<file path="src/rtl/bsg_bus_pkg.sv">
// Shared types and constants for the BSG register-bus initiator.
// Holds the FSM state encoding, the queued command format and the register map.
package bsg_bus_pkg;

    typedef enum logic [2:0] {
        IDLE    = 3'd0,
        WR_REQ  = 3'd1,
        RD_ADDR = 3'd2,
        RD_CAPT = 3'd3,
        RESP    = 3'd4
    } state_t;

    typedef struct packed {
        logic       write;
        logic [7:0] addr;
        logic [7:0] wdata;
    } cmd_t;

    localparam logic [7:0] BSG_CONTROL_ADDR = 8'h10;
    localparam logic [7:0] BSG_DATA1_ADDR   = 8'h11;
    localparam logic [7:0] BSG_DATA2_ADDR   = 8'h12;

endpackage

</file>
<file path="src/rtl/bsg_cmd_fifo.sv">
// Command FIFO for the bus initiator: power-of-two depth, full/empty flags, no bypass.
// A push while full is dropped even if a pop happens in the same cycle.
module bsg_cmd_fifo
    import bsg_bus_pkg::*;
#(
    parameter int FIFO_DEPTH = 4
) (
    input  logic clk,
    input  logic rst_n,
    input  logic i_push,
    input  cmd_t i_data,
    input  logic i_pop,
    output cmd_t o_data,
    output logic o_full,
    output logic o_empty
);
    localparam int AW = $clog2(FIFO_DEPTH);

    cmd_t        r_mem [FIFO_DEPTH];
    logic [AW:0] r_wr_ptr;
    logic [AW:0] r_rd_ptr;
    logic        w_push;
    logic        w_pop;

    // Pointers carry one extra wrap bit to tell full from empty.
    assign o_empty = (r_wr_ptr == r_rd_ptr);
    assign o_full  = (r_wr_ptr[AW] != r_rd_ptr[AW]) &&
                     (r_wr_ptr[AW-1:0] == r_rd_ptr[AW-1:0]);
    assign w_push  = i_push && !o_full;
    assign w_pop   = i_pop && !o_empty;
    assign o_data  = r_mem[r_rd_ptr[AW-1:0]];

    always_ff @(posedge clk or negedge rst_n) begin
        // NOTE: registers use non-blocking assignments so every flop samples pre-edge values.
        if (!rst_n) begin
            r_wr_ptr <= '0;
            r_rd_ptr <= '0;
        end else begin
            if (w_push) r_wr_ptr <= r_wr_ptr + (AW + 1)'(1);
            if (w_pop)  r_rd_ptr <= r_rd_ptr + (AW + 1)'(1);
        end
    end

    // NOTE: storage is not reset; empty pointers make stale entries unreadable.
    always_ff @(posedge clk) begin
        if (w_push) r_mem[r_wr_ptr[AW-1:0]] <= i_data;
    end

endmodule

</file>
<file path="src/rtl/bsg_bus_initiator.sv">
// BSG register-bus initiator: queues commands, executes them one at a time, one response each.
// Define BSG_INIT_TIMEOUT_EN to compile in the write timeout (rsp_err); otherwise writes wait forever.
module bsg_bus_initiator
    import bsg_bus_pkg::*;
#(
    parameter int FIFO_DEPTH = 4,
    parameter int TIMEOUT    = 255
) (
    input  logic       clk,
    input  logic       rst_n,
    input  logic       cmd_valid,
    output logic       cmd_ready,
    input  logic       cmd_write,
    input  logic [7:0] cmd_addr,
    input  logic [7:0] cmd_wdata,
    output logic       rsp_valid,
    input  logic       rsp_ready,
    output logic [7:0] rsp_rdata,
    output logic       rsp_err,
    output logic [7:0] bus_addr,
    output logic [7:0] bus_wdata,
    output logic       bus_valid,
    input  logic       bus_ready,
    input  logic [7:0] bus_rdata
);
    if (FIFO_DEPTH < 2 || (FIFO_DEPTH & (FIFO_DEPTH - 1)) != 0 ||
        TIMEOUT < 1 || TIMEOUT > 255) begin : g_bad_param
        $error("bsg_bus_initiator: illegal FIFO_DEPTH or TIMEOUT");
    end

    state_t     r_state;
    state_t     w_state_nxt;
    cmd_t       w_cmd_in;
    cmd_t       w_head;
    logic       w_full;
    logic       w_empty;
    logic       w_pop;
    logic       w_tmo_hit;
    logic       w_wr_end;
    logic [7:0] r_bus_addr;
    logic [7:0] r_bus_wdata;
    logic [7:0] r_rsp_rdata;

    assign w_cmd_in = '{write: cmd_write, addr: cmd_addr, wdata: cmd_wdata};

    bsg_cmd_fifo #(.FIFO_DEPTH(FIFO_DEPTH)) u_fifo (
        .clk     (clk),
        .rst_n   (rst_n),
        .i_push  (cmd_valid),
        .i_data  (w_cmd_in),
        .i_pop   (w_pop),
        .o_data  (w_head),
        .o_full  (w_full),
        .o_empty (w_empty)
    );

    assign w_wr_end = (r_state == WR_REQ) && (bus_ready || w_tmo_hit);

    always_ff @(posedge clk or negedge rst_n) begin
        if (!rst_n) r_state <= IDLE;
        else        r_state <= w_state_nxt;
    end

    always_comb begin
        // NOTE: defaults first so every path assigns every signal and no latch is inferred.
        w_state_nxt = r_state;
        w_pop       = 1'b0;
        case (r_state)
            IDLE: begin
                if (!w_empty) begin
                    w_pop       = 1'b1;
                    w_state_nxt = w_head.write ? WR_REQ : RD_ADDR;
                end
            end
            WR_REQ:  if (w_wr_end) w_state_nxt = RESP;
            RD_ADDR: w_state_nxt = RD_CAPT;
            RD_CAPT: w_state_nxt = RESP;
            RESP:    if (rsp_ready) w_state_nxt = IDLE;
            default: w_state_nxt = IDLE;
        endcase
    end

    // Active command: address always reloads, write data only for writes.
    always_ff @(posedge clk or negedge rst_n) begin
        if (!rst_n) begin
            r_bus_addr  <= '0;
            r_bus_wdata <= '0;
        end else if (w_pop) begin
            r_bus_addr <= w_head.addr;
            if (w_head.write) r_bus_wdata <= w_head.wdata;
        end
    end

    always_ff @(posedge clk or negedge rst_n) begin
        if (!rst_n)                  r_rsp_rdata <= '0;
        else if (w_wr_end)           r_rsp_rdata <= '0;
        else if (r_state == RD_CAPT) r_rsp_rdata <= bus_rdata;
    end

`ifdef BSG_INIT_TIMEOUT_EN
    logic [7:0] r_tmo_cnt;
    logic       r_rsp_err;

    // Times out on the TIMEOUT-th consecutive edge that sees bus_ready low.
    assign w_tmo_hit = (r_state == WR_REQ) && !bus_ready &&
                       (r_tmo_cnt == 8'(TIMEOUT - 1));

    always_ff @(posedge clk or negedge rst_n) begin
        if (!rst_n) begin
            r_tmo_cnt <= '0;
            r_rsp_err <= 1'b0;
        end else begin
            if (r_state == RESP && rsp_ready)        r_tmo_cnt <= '0;
            else if (r_state == WR_REQ && !bus_ready) r_tmo_cnt <= r_tmo_cnt + 8'd1;
            if (w_wr_end)                r_rsp_err <= w_tmo_hit;
            else if (r_state == RD_CAPT) r_rsp_err <= 1'b0;
        end
    end

    assign rsp_err = r_rsp_err;
`else
    assign w_tmo_hit = 1'b0;
    assign rsp_err   = 1'b0;
`endif

    assign cmd_ready = !w_full;
    assign rsp_valid = (r_state == RESP);
    assign rsp_rdata = r_rsp_rdata;
    assign bus_valid = (r_state == WR_REQ);
    assign bus_addr  = r_bus_addr;
    assign bus_wdata = r_bus_wdata;

endmodule

</file>
<file path="config.mk">
export PLATFORM = sky130hd
export DESIGN_NAME = bsg_bus_initiator
export DESIGN_NICKNAME = d
export VERILOG_FILES = /design/src/rtl/bsg_bus_pkg.sv /design/src/rtl/bsg_cmd_fifo.sv /design/src/rtl/bsg_bus_initiator.sv
export SDC_FILE = /design/constraint.sdc
export NUM_CORES = 1
export LEC_CHECK = 0
export BUFFER_PORTS_ARGS = -buffer_cell sky130_fd_sc_hd__buf_2
export CORE_MARGIN = 3
export CORE_UTILIZATION = 60
export DETAILED_ROUTE_END_ITERATION = 8
export PLACE_DENSITY = 0.83
export SLEW_MARGIN = 20
export SYNTH_ARGS = -nofsm -noshare
export SYNTH_HDL_FRONTEND = slang
export SYNTH_SLANG_ARGS = --single-unit
</file>
<file path="constraint.sdc">
create_clock -name clk -period 4.7 [get_ports clk]
set_input_delay 0.94 -clock clk [delete_from_list [all_inputs] [get_ports clk]]
set_output_delay 0.94 -clock clk [all_outputs]
set_load 0.05 [all_outputs]
</file>
# After elaboration in Yosys (flattened, before gate mapping)
# Memory sizes are Yosys's and may differ from the RTL's.
# Index checks and enable logic that the tools add are counted.
op_classes:
  addsub: 2
  mux: 11
  shifts: 0
  n_mul: 0
  n_reduce_logical: 10
  bitwise: 0
  div_mod_pow: 0
  eq_ne: 10
  order_cmp: 0
ops:
  columns: ["op", "count"]
  rows:
  - ["2-to-1 mux 8 bit", 2]
  - ["one-hot mux 3 bit (5 select lines)", 1]
  - ["2-to-1 mux 3 bit", 3]
  - ["adder 3 x 1 -> 3 bit (second input constant)", 2]
  - ["== test 3 x 2 -> 1 bit (second input constant)", 2]
  - ["logical AND 1 bit", 4]
  - ["2-to-1 mux 1 bit", 4]
  - ["!= test 2 x 1 -> 1 bit (second input constant)", 2]
  - ["== test 3 x 1 -> 1 bit (second input constant)", 1]
  - ["== test 3 bit", 1]
  - ["== test 3 bit (second input constant)", 1]
  - ["logical NOT 3 bit", 1]
  - ["AND reduction 3 bit", 1]
  - ["== test 2 bit", 1]
  - ["logical NOT 1 bit", 2]
  - ["2-to-1 mux 2 bit", 1]
  - ["!= test 2 bit (second input constant)", 1]
  - ["AND reduction 2 bit", 1]
  - ["nonzero test 2 bit", 1]
  - ["!= test 1 bit", 1]
totals:
  mem_count: 1
  in_bits: 30
  reg_bits: 33
  output_inout_bits: 28
  latch_bits: 0
  romBits: 0
  mem_bits_rw: 68
memory_table:
  columns: ["memory", "depth", "word_bits", "read_ports", "rd_clocked_by_memory_dff", "write_ports", "line", "source"]
  rows:
  - ["u_fifo.r_mem", 4, 17, 1, 0, 1, "bsg_cmd_fifo.sv:19", "cmd_t r_mem [FIFO_DEPTH];"]

# Longest topological paths before layout
logic_depth:
  depth_word: 6
  mapped_depth: 5
  depth_no_buf: 4

# Modules after synthesis
# Synthesis repeated with hierarchy kept, for this count alone.
unflattened:
  hier_cells: 209
  area_unflattened_um2: 3998.8
by_module_without_submodules:
  columns: ["mod", "instances", "area_per_inst_um2", "cells_each"]
  rows:
  - ["bsg_cmd_fifo", 1, 2934.1, 137]
  - ["bsg_bus_initiator", 1, 1064.8, 72]

# Worst setup path after synthesis
# No wires, ideal clock.
synth_path:
  path_kind: "input -> register"
  startpoint: "input port cmd_valid"
  endpoint: "memory u_fifo.r_mem[3][0] in the netlist's numbering, enable pin"
  required_ns: 4.295
  slack_ns: 2.334
  setup_ns: 0.405
  t_arrival_ns: 1.961
  stages: 2
  path_buffers: 0
  path_cell_list: "nand2_1 -> a31oi_1"
synth_via:
  elab_chain_cells: 3
synth_lines:
  columns: ["element", "line", "source"]
  rows:
  - ["start: declaration", "bsg_bus_initiator.sv:11", "input logic cmd_valid,"]
  - ["logical AND 1 bit", "bsg_cmd_fifo.sv:29", "assign w_push = i_push && !o_full;"]
  - ["2-to-1 mux 1 bit", "bsg_cmd_fifo.sv:46", "if (w_push) r_mem[r_wr_ptr[AW-1:0]] <= i_data;"]
  - ["2-to-1 mux 1 bit (implied by the code)", "bsg_cmd_fifo.sv:46", null]
  - ["end: declaration", "bsg_cmd_fifo.sv:19", null]
# Every way passes these cells.

# Final worst setup path
layout_path:
  startpoint: "register u_fifo.r_rd_ptr[0]"
  endpoint: "output port cmd_ready"
layout_via:
  elab_chain_cells: 3
layout_lines:
  columns: ["element", "line", "source"]
  rows:
  - ["start: declaration", "bsg_cmd_fifo.sv:21", "logic [AW:0] r_rd_ptr;"]
  - ["start signal: assignment", "bsg_cmd_fifo.sv:40", "if (w_pop) r_rd_ptr <= r_rd_ptr + (AW + 1)'(1);"]
  - ["== test 2 bit", "bsg_cmd_fifo.sv:28", "(r_wr_ptr[AW-1:0] == r_rd_ptr[AW-1:0]);"]
  - ["logical AND 1 bit", "bsg_cmd_fifo.sv:27", "assign o_full = (r_wr_ptr[AW] != r_rd_ptr[AW]) &&"]
  - ["logical NOT 1 bit", "bsg_bus_initiator.sv:126", "assign cmd_ready = !w_full;"]
  - ["end: declaration", "bsg_bus_initiator.sv:12", "output logic cmd_ready,"]
# Every way passes these cells.

==> flow_metrics.tcl <==
set metrics [dict create \
    synth_cell_types 32 \
    cap_viol_max_count 0 \
    yosysWarningCount 0 \
    core_sq_um 6420 \
    r2r_slack_ns 1.97 \
    antennaDiodeCount 0 \
    fp.dieArea_sq_um 7710 \
    slowest_stage "dfrtp_1" \
    hold_viol 0 \
    finalNonFillerCells 337 \
    antenna_found_initial 0 \
    dp_hpwl_microns 4080 \
    setup_viol 0 \
    worstMarginPinSlew_ns 1.08 \
    crit_type "register to output pin" \
    power.total_uw 3290 \
    fin_tns_setup_ns 0 \
    powerDensity_nw_per_um2 723 \
    clk_latency_ns 0.35 \
    synth_ff_type "edfxtp_1" \
    start_util_pct 62.5 \
    postSynthAreaPerCell_sq_um 20.7 \
    fin_skew_ns 0.00789 \
    cts_resized 0 \
    worst_setup_path_end_kind "output pin" \
    postSynthCellCount 194 \
    drt-vias-per-instance 5.74 \
    arrival_ns 2.09 \
    setup_slack_ns 1.67 \
    synthArstFlopShare_pct 32.7 \
    grt_pass1_vias 2032 \
    wirelength_microns 6220 \
    cts_setup_buffers 0 \
    fin_crit_ns 3.03 \
    hold_slack_ns 0.501 \
    dr_total_vias 1936 \
    cts-buffers-inserted 9 \
    yosysMostFrequentCell "edfxtp_1" \
    multi_input_area_sq_um 1090 \
    cpPeakStageDelay_ns 1.07 \
    period_share_pct 64.6 \
    place_inst 321 \
    worstPathCellList "xnor2_1 > nand3_1 > buf_2" \
    p_leak_uw 0.00181 \
    worstPathRequired_ns 3.76 \
    grt_overflow 0 \
    rows 29 \
    yosysTopAreaCell "edfxtp_1" \
    rsz0062_at_grt "false" \
    start_kind "register" \
    maxSlewHeadroom_pct 28.0 \
    cts_tree "built" \
    gp_congestion 0.691 \
    maxSlewViolCount 0 \
    area_delta_synth_final_pct 13.1 \
    regArea_sq_um 2870 \
    ys_top_cells_by_area "edfxtp_1, dfrtp_1, mux4_1" \
    yosysTopAreaCellShare_pct 50.8 \
    grt_first_pass_wirelength_microns 9980 \
    cts-root-buf "clkbuf_8" \
    ioPinCount 58 \
    detail-route-antenna-nets 0 \
    netlist_area_sq_um 4020 \
    synth_fp_nets 229 \
    port_buffers 56 \
    grt_usage_pct 18.0 \
    synthTopCellsByCount "edfxtp_1, dfrtp_1, mux4_1, mux2_2, mux2_4" \
    first_iter_violations 151 \
    finalNetCount 290 \
    fill_cells 399 \
    fp.dieH_microns 87.8 \
    wire_per_inst_microns 18.4 \
    cts.sinks 101 \
    hold_buffers 0 \
    outcome "finished clean" \
    drtPass1Iterations 4 \
    worst_hold_path_type "register to register" \
    grt_start_max_net_pins 34 \
    die-width_microns 87.8 \
    clockBufferDepth 2 \
    h-tree-depth 3 \
    path_max_fanout 21 \
    drc_errors 0 \
    clkTransAtPathRegs_ns 0.09 \
    ys_ff_latch 101 \
    yosysSeqAreaShare_pct 71.4 \
    ir_drop_mv 0.328 \
    synth_edf_count 68 \
    dp_slack_ns 1.91 \
    fmax_mhz 330 \
    drive_above_1_share_pct 36.5 \
]
path summary, 6_finish.rpt:
check	startpoint	cells after the start	endpoint
min in group asynchronous	rst_n	1	rsp_rdata[0]
max	u_fifo.r_rd_ptr[0]	3	cmd_ready
max reg2reg	u_fifo.r_rd_ptr[0]	3	u_fifo.r_mem[1][12]
min reg2reg	rsp_rdata[2]	1	rsp_rdata[2]
max in group asynchronous	rst_n	1	u_fifo.r_wr_ptr[1]
min	rsp_rdata[2]	1	rsp_rdata[2]
metrics by stage:
step	cell area, sq um	utilization [%]
after floorplan	4020	-
after CTS	4540	70.8
final	4540	70.8
after detailed placement	4350	67.8
after global placement	4350	67.8
after global routing	4540	70.8
final cells by class:
class / count / area share [%]
flip-flops and latches: 101 / 63.1
well taps: 77 / 2.12
repair buffers: 57 / 6.33
clock inverters: 6 / 1.40
inverters: 3 / 0.248
clock buffers: 10 / 2.81
multi-input cells: 83 / 24.0
flip-flops by register name (all words and copies together) (netlist names):
signal and cells:
u_fifo.r_wr_ptr 3, u_fifo.r_rd_ptr 3, rsp_rdata 8, r_state 3
u_fifo.r_mem 68, bus_wdata 8, bus_addr 8
kinds of logic (layout without fill, tap and decap cells):
| kind of cell | count (synthesis) | after routing | synth area share, % |
|---|---|---|---|
| fa+ha+maj | 5 | 5 | 1.56 |
| xor+xnor | 10 | 10 | 2.55 |
| mux | 35 | 35 | 16.8 |
| simple gates | 12 | 12 | 1.56 |
| other cells | 1 | 1 | 0.0934 |
| buf+inv | 10 | 76 | 1.62 |
| flops | 101 | 101 | 71.4 |
| compound gates | 20 | 20 | 4.39 |
routing by layer:
metal	global-route usage [%]	routed length, microns	vias up
li1	-	-	895
met1	23.7	2750	980
met2	29.1	3110	52
met3	5.08	276	9
met4	6.28	82	0
met5	0	0	-
cell usage in the layout (no fill, tap or decap), types with 3 or more instances in the layout:
master,Yosys,final
edfxtp_1,68,68
buf_2,1,56
dfrtp_1,33,33
mux4_1,15,15
mux2_2,9,9
mux2_4,9,9
clkbuf_8,0,9
a22o_1,8,8
ha_1,5,5
xnor2_1,4,4
xor2_1,4,4
and2_1,4,4
inv_1,3,3
worst max-delay path, delay by kind of cell, from the launching register on:
family | cells | cell delay, ns
AND/OR/NAND/NOR | 1 | 0.16
XOR/XNOR | 1 | 0.25
buffers and inverters | 1 | 0.27
flip-flops | 1 | 1.07
where the power goes:
group,switching [uW],internal [uW],total [uW]
Sequential,194,1240,1430
Combinational,794,536,1330
Clock,281,245,526
Total,1270,2020,3290
(Power assumes the default switching activity.)
